File: src/rtl/mac_load_seq_if.sv
// mac_load_seq_if: control/command bundle between a run controller and the weight-load sequencer
// Signals:
//   start      controller -> seq  one-cycle run request
//   hold       controller -> seq  stall, freezes the sequencer
//   load       seq -> controller  3'b001 lower-half load, 3'b010 upper-half load
//   in_load_en seq -> controller  input-memory address advance pulse
//   mac_en     seq -> controller  compute enable
//   half_sel   seq -> controller  0 lower half, 1 upper half
//   layer_idx  seq -> controller  current weight line
//   busy       seq -> controller  run in progress
//   done       seq -> controller  end-of-run pulse
//   stall_cnt  seq -> controller  stalled-cycle count (only with SEQ_PERF_CNT_EN)
interface mac_load_seq_if #(
  parameter int LAYER_W = 8
);
  logic start;
  logic hold;
  logic [2:0] load;
  logic in_load_en;
  logic mac_en;
  logic half_sel;
  logic [LAYER_W-1:0] layer_idx;
  logic busy;
  logic done;
`ifdef SEQ_PERF_CNT_EN
  logic [31:0] stall_cnt;
  modport master (
    output start, hold,
    input  load, in_load_en, mac_en, half_sel, layer_idx, busy, done, stall_cnt
  );
  modport slave (
    input  start, hold,
    output load, in_load_en, mac_en, half_sel, layer_idx, busy, done, stall_cnt
  );
`else
  modport master (
    output start, hold,
    input  load, in_load_en, mac_en, half_sel, layer_idx, busy, done
  );
  modport slave (
    input  start, hold,
    output load, in_load_en, mac_en, half_sel, layer_idx, busy, done
  );
`endif
endinterface

File: src/rtl/mac_load_seq.sv
// mac_load_seq: sequences weight-half loads and MAC compute windows over N_LAYERS weight lines
// Ports:
//   clk    single clock, posedge
//   rst_n  asynchronous active-low reset
//   bus    mac_load_seq_if.slave (start/hold in; load, in_load_en, mac_en, half_sel,
//          layer_idx, busy, done out; stall_cnt out when enabled)
// Optional feature: define SEQ_PERF_CNT_EN to add the saturating stall_cnt counter.
module mac_load_seq #(
  parameter int N_LAYERS    = 256,
  parameter int COMP_CYCLES = 4,
  parameter int LAYER_W     = $clog2(N_LAYERS)
) (
  input logic clk,
  input logic rst_n,
  mac_load_seq_if.slave bus
);
  localparam int CNT_W = $clog2(COMP_CYCLES + 1);
  localparam logic [CNT_W-1:0] CNT_LAST = CNT_W'(COMP_CYCLES - 1);
  localparam logic [LAYER_W-1:0] LAYER_LAST = LAYER_W'(N_LAYERS - 1);
  typedef enum logic [2:0] {IDLE, LOAD_LO, COMP_LO, LOAD_HI, COMP_HI, DONE} state_t;
  state_t state_q, state_d;
  logic [CNT_W-1:0] cyc_cnt_q, cyc_cnt_d;
  logic [LAYER_W-1:0] layer_q, layer_d;
  logic cnt_last;
  logic layer_last;
  assign cnt_last   = cyc_cnt_q == CNT_LAST;
  assign layer_last = layer_q == LAYER_LAST;
  always_ff @(posedge clk or negedge rst_n) begin
    if (!rst_n) begin
      state_q   <= IDLE;
      cyc_cnt_q <= '0;
      layer_q   <= '0;
    end else begin
      state_q   <= state_d;
      cyc_cnt_q <= cyc_cnt_d;
      layer_q   <= layer_d;
    end
  end
  // hold freezes state and both counters; the LOAD states clear cyc_cnt so each
  // COMP state is entered with a fresh count.
  always_comb begin
    state_d   = state_q;
    cyc_cnt_d = cyc_cnt_q;
    layer_d   = layer_q;
    if (!bus.hold) begin
      case (state_q)
        IDLE: if (bus.start) begin
          state_d = LOAD_LO;
          layer_d = '0;
        end
        LOAD_LO: begin
          state_d   = COMP_LO;
          cyc_cnt_d = '0;
        end
        COMP_LO: if (cnt_last) state_d = LOAD_HI;
          else cyc_cnt_d = cyc_cnt_q + 1'b1;
        LOAD_HI: begin
          state_d   = COMP_HI;
          cyc_cnt_d = '0;
        end
        COMP_HI: if (cnt_last) begin
          if (layer_last) state_d = DONE;
          else state_d = LOAD_LO;
          layer_d = layer_last ? '0 : layer_q + 1'b1;
        end else cyc_cnt_d = cyc_cnt_q + 1'b1;
        DONE: state_d = IDLE;
        default: state_d = IDLE;
      endcase
    end
  end
  // Command pulses are masked during hold so a frozen state never repeats them.
  assign bus.load       = bus.hold ? 3'b000 :
                          state_q == LOAD_LO ? 3'b001 :
                          state_q == LOAD_HI ? 3'b010 : 3'b000;
  assign bus.in_load_en = !bus.hold && state_q == COMP_HI && cnt_last;
  assign bus.mac_en     = !bus.hold && (state_q == COMP_LO || state_q == COMP_HI);
  assign bus.half_sel   = state_q == COMP_HI;
  assign bus.layer_idx  = layer_q;
  assign bus.busy       = state_q != IDLE;
  assign bus.done       = !bus.hold && state_q == DONE;
`ifdef SEQ_PERF_CNT_EN
  logic [31:0] stall_q, stall_d;
  always_comb begin
    stall_d = stall_q;
    if (state_q == IDLE && bus.start && !bus.hold) stall_d = '0;
    else if (state_q != IDLE && bus.hold && stall_q != 32'hFFFF_FFFF) stall_d = stall_q + 32'd1;
  end
  always_ff @(posedge clk or negedge rst_n) begin
    if (!rst_n) stall_q <= '0;
    else stall_q <= stall_d;
  end
  assign bus.stall_cnt = stall_q;
`endif
endmodule

File: src/flat_wrapper.sv
// flat-port wrapper written by rule: the top's interface ports become plain ports
module mac_load_seq_flat 
#(
  parameter int N_LAYERS    = 256,
  parameter int COMP_CYCLES = 4,
  parameter int LAYER_W     = $clog2(N_LAYERS)
)
  (clk, rst_n, bus_start, bus_hold, bus_load, bus_in_load_en, bus_mac_en, bus_half_sel, bus_layer_idx, bus_busy, bus_done);
  mac_load_seq_if #(.LAYER_W(LAYER_W)) bus_i ();
  input logic clk;
  input logic rst_n;
  input wire logic [$bits(bus_i.start)-1:0] bus_start;
  input wire logic [$bits(bus_i.hold)-1:0] bus_hold;
  output wire logic [$bits(bus_i.load)-1:0] bus_load;
  output wire logic [$bits(bus_i.in_load_en)-1:0] bus_in_load_en;
  output wire logic [$bits(bus_i.mac_en)-1:0] bus_mac_en;
  output wire logic [$bits(bus_i.half_sel)-1:0] bus_half_sel;
  output wire logic [$bits(bus_i.layer_idx)-1:0] bus_layer_idx;
  output wire logic [$bits(bus_i.busy)-1:0] bus_busy;
  output wire logic [$bits(bus_i.done)-1:0] bus_done;
  assign bus_i.start = bus_start;
  assign bus_i.hold = bus_hold;
  assign bus_load = bus_i.load;
  assign bus_in_load_en = bus_i.in_load_en;
  assign bus_mac_en = bus_i.mac_en;
  assign bus_half_sel = bus_i.half_sel;
  assign bus_layer_idx = bus_i.layer_idx;
  assign bus_busy = bus_i.busy;
  assign bus_done = bus_i.done;
  mac_load_seq #(.N_LAYERS(N_LAYERS), .COMP_CYCLES(COMP_CYCLES), .LAYER_W(LAYER_W)) u_core (.clk(clk), .rst_n(rst_n), .bus(bus_i));
endmodule
File: config.mk
export PLATFORM = sky130hd
export DESIGN_NAME = mac_load_seq_flat
export DESIGN_NICKNAME = d
export VERILOG_FILES = /design/src/rtl/mac_load_seq_if.sv /design/src/rtl/mac_load_seq.sv /design/src/flat_wrapper.sv
export SDC_FILE = /design/constraint.sdc
export NUM_CORES = 1
export LEC_CHECK = 0
export CELL_PAD_IN_SITES_DETAIL_PLACEMENT = 2
export CELL_PAD_IN_SITES_GLOBAL_PLACEMENT = 2
export CORE_MARGIN = 8
export CORE_UTILIZATION = 26
export CTS_CLUSTER_SIZE = 14
export DETAILED_ROUTE_END_ITERATION = 7
export PLACE_DENSITY = 0.78
export SETUP_SLACK_MARGIN = 0.4
export SYNTH_ARGS = -nofsm -noshare
export SYNTH_HDL_FRONTEND = slang
export SYNTH_SLANG_ARGS = --single-unit
export TNS_END_PERCENT = 100
File: constraint.sdc
create_clock -name clk -period 1.9 [get_ports clk]
set_clock_uncertainty 0.15 [all_clocks]
set_input_delay 0.19 -clock clk [delete_from_list [all_inputs] [get_ports clk]]
set_output_delay 0.19 -clock clk [all_outputs]
set_load 0.01 [all_outputs]
Word-level counts from Yosys, hierarchy flattened
Cells that the tools add are included.
{"block": "word_totals", "wordCells": 46, "inputBits": 4, "output_inout_bits": 16, "regBits": 14}
{"block": "op_classes", "n_reduce_logical": 15, "add_sub_neg": 2, "n_eq_ne": 11, "mux": 14, "bitwise": 1}
{"op": "8-bit two-way mux", "count": 3}
{"op": "3-bit two-way mux", "count": 7}
{"op": "8-bit case mux with 2 select lines", "count": 1}
{"op": "3-bit case mux with 5 select lines", "count": 1}
{"op": "3-bit by 2-bit == test with 1-bit output (second input constant)", "count": 3}
{"op": "8-bit by 1-bit adder with 8-bit output (second input constant)", "count": 1}
{"op": "8-bit == test (second input constant)", "count": 1}
{"op": "4-bit AND reduction", "count": 2}
{"op": "3-bit == test (second input constant)", "count": 2}
{"op": "3-bit case mux with 2 select lines", "count": 1}
{"op": "1-bit logical AND", "count": 4}
{"op": "2-bit by 1-bit != test with 1-bit output (second input constant)", "count": 2}
{"op": "2-bit != test (second input constant)", "count": 2}
{"op": "2-bit nonzero test", "count": 2}
{"op": "2-bit OR reduction", "count": 2}
{"op": "3-bit by 1-bit adder with 3-bit output (second input constant)", "count": 1}
{"op": "3-bit by 1-bit == test with 1-bit output (second input constant)", "count": 1}
{"op": "3-bit zero test", "count": 1}
{"op": "3-bit AND reduction", "count": 1}
{"op": "3-bit nonzero test", "count": 1}
{"op": "2-bit two-way mux", "count": 1}
{"op": "1-bit zero test", "count": 1}
{"op": "1-bit logical OR", "count": 1}
{"op": "1-bit inverter", "count": 1}

Longest topological paths before layout
{"block": "logic_depth", "ltp_word": 4, "depth_mapped": 7, "ltp_nobuf": 6}

Worst setup path after synthesis
OpenSTA, ideal clock, no wires.
{"block": "synth_timing", "kind": "register to register", "from": "register u_core.cyc_cnt_q[0]", "to": "register u_core.layer_q[4] (netlist: u_core.bus.layer_idx[4])", "setup_time_ps": 130, "path_stages_with_launch": 8, "path_buffers": 1, "required_time_ps": 1620, "period_less_slack_ps": 1900, "path_slack_ps": 0, "t_arrival_ps": 1619, "path_cell_list": "dfrtp_1 -> ha_1 -> ha_1 -> mux2i_1 -> or4_1 -> clkbuf_1 -> o21ai_0 -> o31ai_1"}
{"block": "synth_between", "elab_chain_cells": 3}
{"element": "start, declared", "line_no": "mac_load_seq.sv:22", "source": "logic [CNT_W-1:0] cyc_cnt_q, cyc_cnt_d;"}
{"element": "start signal, assigned", "line_no": "mac_load_seq.sv:35", "source": "cyc_cnt_q <= cyc_cnt_d;"}
{"element": "3-bit by 2-bit == test with 1-bit output", "line_no": "mac_load_seq.sv:26", "source": "assign cnt_last = cyc_cnt_q == CNT_LAST;"}
{"element": "2-bit by 1-bit != test with 1-bit output (no source line)"}
{"element": "4-bit AND reduction (no source line)"}
{"element": "end signal, assigned", "line_no": "mac_load_seq.sv:36", "source": "layer_q <= layer_d;"}
{"element": "end, declared", "line_no": "mac_load_seq.sv:23", "source": "logic [LAYER_W-1:0] layer_q, layer_d;"}
Every way passes these cells.
A chain may end at the register's enable or synchronous reset.

Worst setup path after layout
Ends and elaborated chain as after synthesis.

==> qor.yml <==
sta:
  slew_viol_final: 0
  finalHoldViolCount: 0
  whs_ps: 10.79
  setup_violations: 4
  achievable-frequency_ghz: 0.5097
  fin_crit_ps: 1962
  layout_setup_ws_ps: -62.12
  fin_crit_sh_pct: 103.3
  rsz0062_at_grt: "yes"
die:
  dieWidth_um: 73.92
  ioPinCount: 20
  core-area_um2: 3284
  row_count: 21
  initial_core_util_pct: 26.55
  die_height_um: 73.92
  dieArea_um2: 5463
placed_design:
  gp_congestion: 0.7970
  dpl_cell_area_um2: 1246
  portBuffers: 18
  hpwlAfterDp_um: 2301
final_layout:
  areaGrowthSynthToFinish_pct: 92.97
  diodes: 0
  final_layout_size_suffix_gt1_share_pct: 59.87
  mostFrequentLayoutCells: "32 x buf_4, 12 x buf_6, 8 x dfrtp_1"
  layout.nets: 165
  final_common_cell: "buf_4"
  final_area_um2: 1683
worst_hold_path:
  hp-class: "in2async"
yosys:
  synthSimpleGateAreaFrac_pct: 22.81
  synth_top_family_by_area: "simple AND/OR/NAND/NOR gates"
  synth.net_count: 106
  yosys_warnings: 0
  muxShareOfSynthArea_pct: 4.017
  yosysSeqAreaShare_pct: 40.17
  yosysUniqueCellTypes: 36
  synth_edf_count: 0
  yosysTopAreaCell: "dfrtp_1"
  synth_top_area_share_pct: 40.17
  postSynthAreaPerCell_um2: 8.809
  synth-adder-area-share_pct: 4.304
  async_flop_share_pct: 100.0
  synth_cells: 99
  synth_ff_type: "dfrtp_1"
  netlist_area_um2: 872.1
  synth_compound_area_share_pct: 21.52
  synth_xor_area_share_pct: 1.004
  synth_seq_cells: 14
  yosys-top-cells-area: "dfrtp_1 40%, o21ai_0 5.7%, ha_1 4.3%"
global_route:
  antenna_found_initial: 0
  grt_pass1_vias: 1114
  grt_pass1_wl_um: 5789
  track_usage_pct: 13.73
  grt_start_max_net_pins: 13
  grt_overflow: 0
clock_tree:
  cts_made_buffers: 3
  clock-sinks: 14
  clock_path_buffers: 2
  clock_latency_ps: 280
  h-tree-depth: 1
  clk_pin_slew_ps: 100
  cts_hold_buf: 0
  cts_tree: "done"
  root_buffer: "clkbuf_4"
worst_setup_path:
  cp_slowest_stage_delay_ps: 430
  path_buf_inv: 1
  startpoint_type: "flop"
  path_delay_family: "simple AND/OR/NAND/NOR gates"
  crit_top_cell: "ha_4"
  crit_required_ps: 1930
  slowest_stage: "or4_4"
  cp_cell_sequence: "ha_4, ha_4, mux2i_1, or4_4, buf_2, o31ai_1"
  cp_data_arrival_time_ps: 2000
  crit_fanout: 7
  worst_setup_path_end_kind: "flop"
  criticalPathCategory: "reg2reg"
flow_run:
  drv_cap: 0
routing:
  drt_iter0_markers: 35
  wirelength_um: 4350
  firstDrtPassIters: 4
  dr_total_vias: 1006
  ant_nets: 0
  routed_via_density: 4.956
  drc_errors: 0
  wl_per_cell_um: 21.43
status:
  status: "finished with violations"
  violations: "negative setup slack"
power:
  vdd_ir_drop_max_uv: 621.7
  power.density_nw_per_um2: 1159
  p_leak_nw: 0.7926
## kinds of logic after synthesis
kind of cell,count (synthesis)
adders and majority gates,3
DFF,14
AOI/OAI and AO/OA,28
muxes,3
buffers and inverters,12
xor gates and xnor gates,1
and+or+nand+nor,37
other,1
## final cells by class
type                            count  area (um2)
Fill cell                         332        1602
Multi-Input combinational cell     73       671.9
Timing Repair Buffer               62       541.8
Sequential cell                    14       357.8
Tap cell                           46       57.56
Clock buffer                        4       36.28
Inverter                            4       17.52
## cell usage after synthesis, drive strengths merged, types with 3 or more instances
cell and count:
dfrtp 14, o31ai 3, inv 4, clkbuf 6, nor2 7, nand2 9
o21ai 10, nand3 5, and3 4, ha 3
## routing by layer
layer	share of wire (%)	wire length, um	GRT usage [%]	vias up
met2	56	2415	24.80	25
met5	0	0	0	-
met4	0	0	3.326	0
met1	41	1784	15.54	507
li1	-	-	-	474
met3	3.4	150	3.411	0
## final timing paths
check                                                startpoint                                   to  cells past startpoint  slack, ps
worst min-delay path                                      rst_n  u_core.bus.layer_idx[4]$_DFFE_PN0P_                      1         10
worst min register to register  u_core.cyc_cnt_q[2]$_DFFE_PN0P_      u_core.cyc_cnt_q[2]$_DFFE_PN0P_                      1        390
max in group asynchronous                                 rst_n  u_core.bus.layer_idx[6]$_DFFE_PN0P_                      2       1140
min in group clk                u_core.cyc_cnt_q[2]$_DFFE_PN0P_      u_core.cyc_cnt_q[2]$_DFFE_PN0P_                      1        390
worst max-delay path            u_core.cyc_cnt_q[0]$_DFFE_PN0P_  u_core.bus.layer_idx[4]$_DFFE_PN0P_                      6        -60
worst max register to register  u_core.cyc_cnt_q[0]$_DFFE_PN0P_  u_core.bus.layer_idx[4]$_DFFE_PN0P_                      6        -60
## repair_timing
item,CTS,global route
resized for setup,72,21
pin swaps,9,8
endpoints found under the setup margin,28,24
cloned,0,1
setup buffers,13,12
## flip-flops by register name, summed over array words and instances, names as in the netlist
| signal | flops |
|---|---|
| u_core.cyc_cnt_q | 3 |
| u_core.bus.layer_idx | 8 |
| u_core.state_q | 3 |
## report_power, final
part	internal, W	total (W)	switching [W]	leakage [nW]
Sequential	0.000376	0.000458	0.0000817	0.178
Combinational	0.000691	0.00127	0.000576	0.593
Clock	0.000116	0.000225	0.000108	0.0210
Total	0.00118	0.00195	0.000766	0.793
## per-stage QoR
stage | utilization, % | cells | TNS (ps) | setup slack [ps] | power [W]
6_report | 51.24 | 203 | -155.4 | -62.12 | 0.001950
5_1_grt | 51.24 | 203 | -674.1 | -148.6 | 0.002054
4_1_cts | 45.68 | 190 | -7.800 | -7.800 | 0.001689
3_5_place_dp | 37.94 | 173 | -1048 | -188.2 | 0.001216
3_3_place_gp | 37.94 | 173 | -529.2 | -126.9 | 0.001165
2_1_floorplan | - | 99 | 0 | 32.45 | 0.0008311
(Power assumes the default switching activity.)
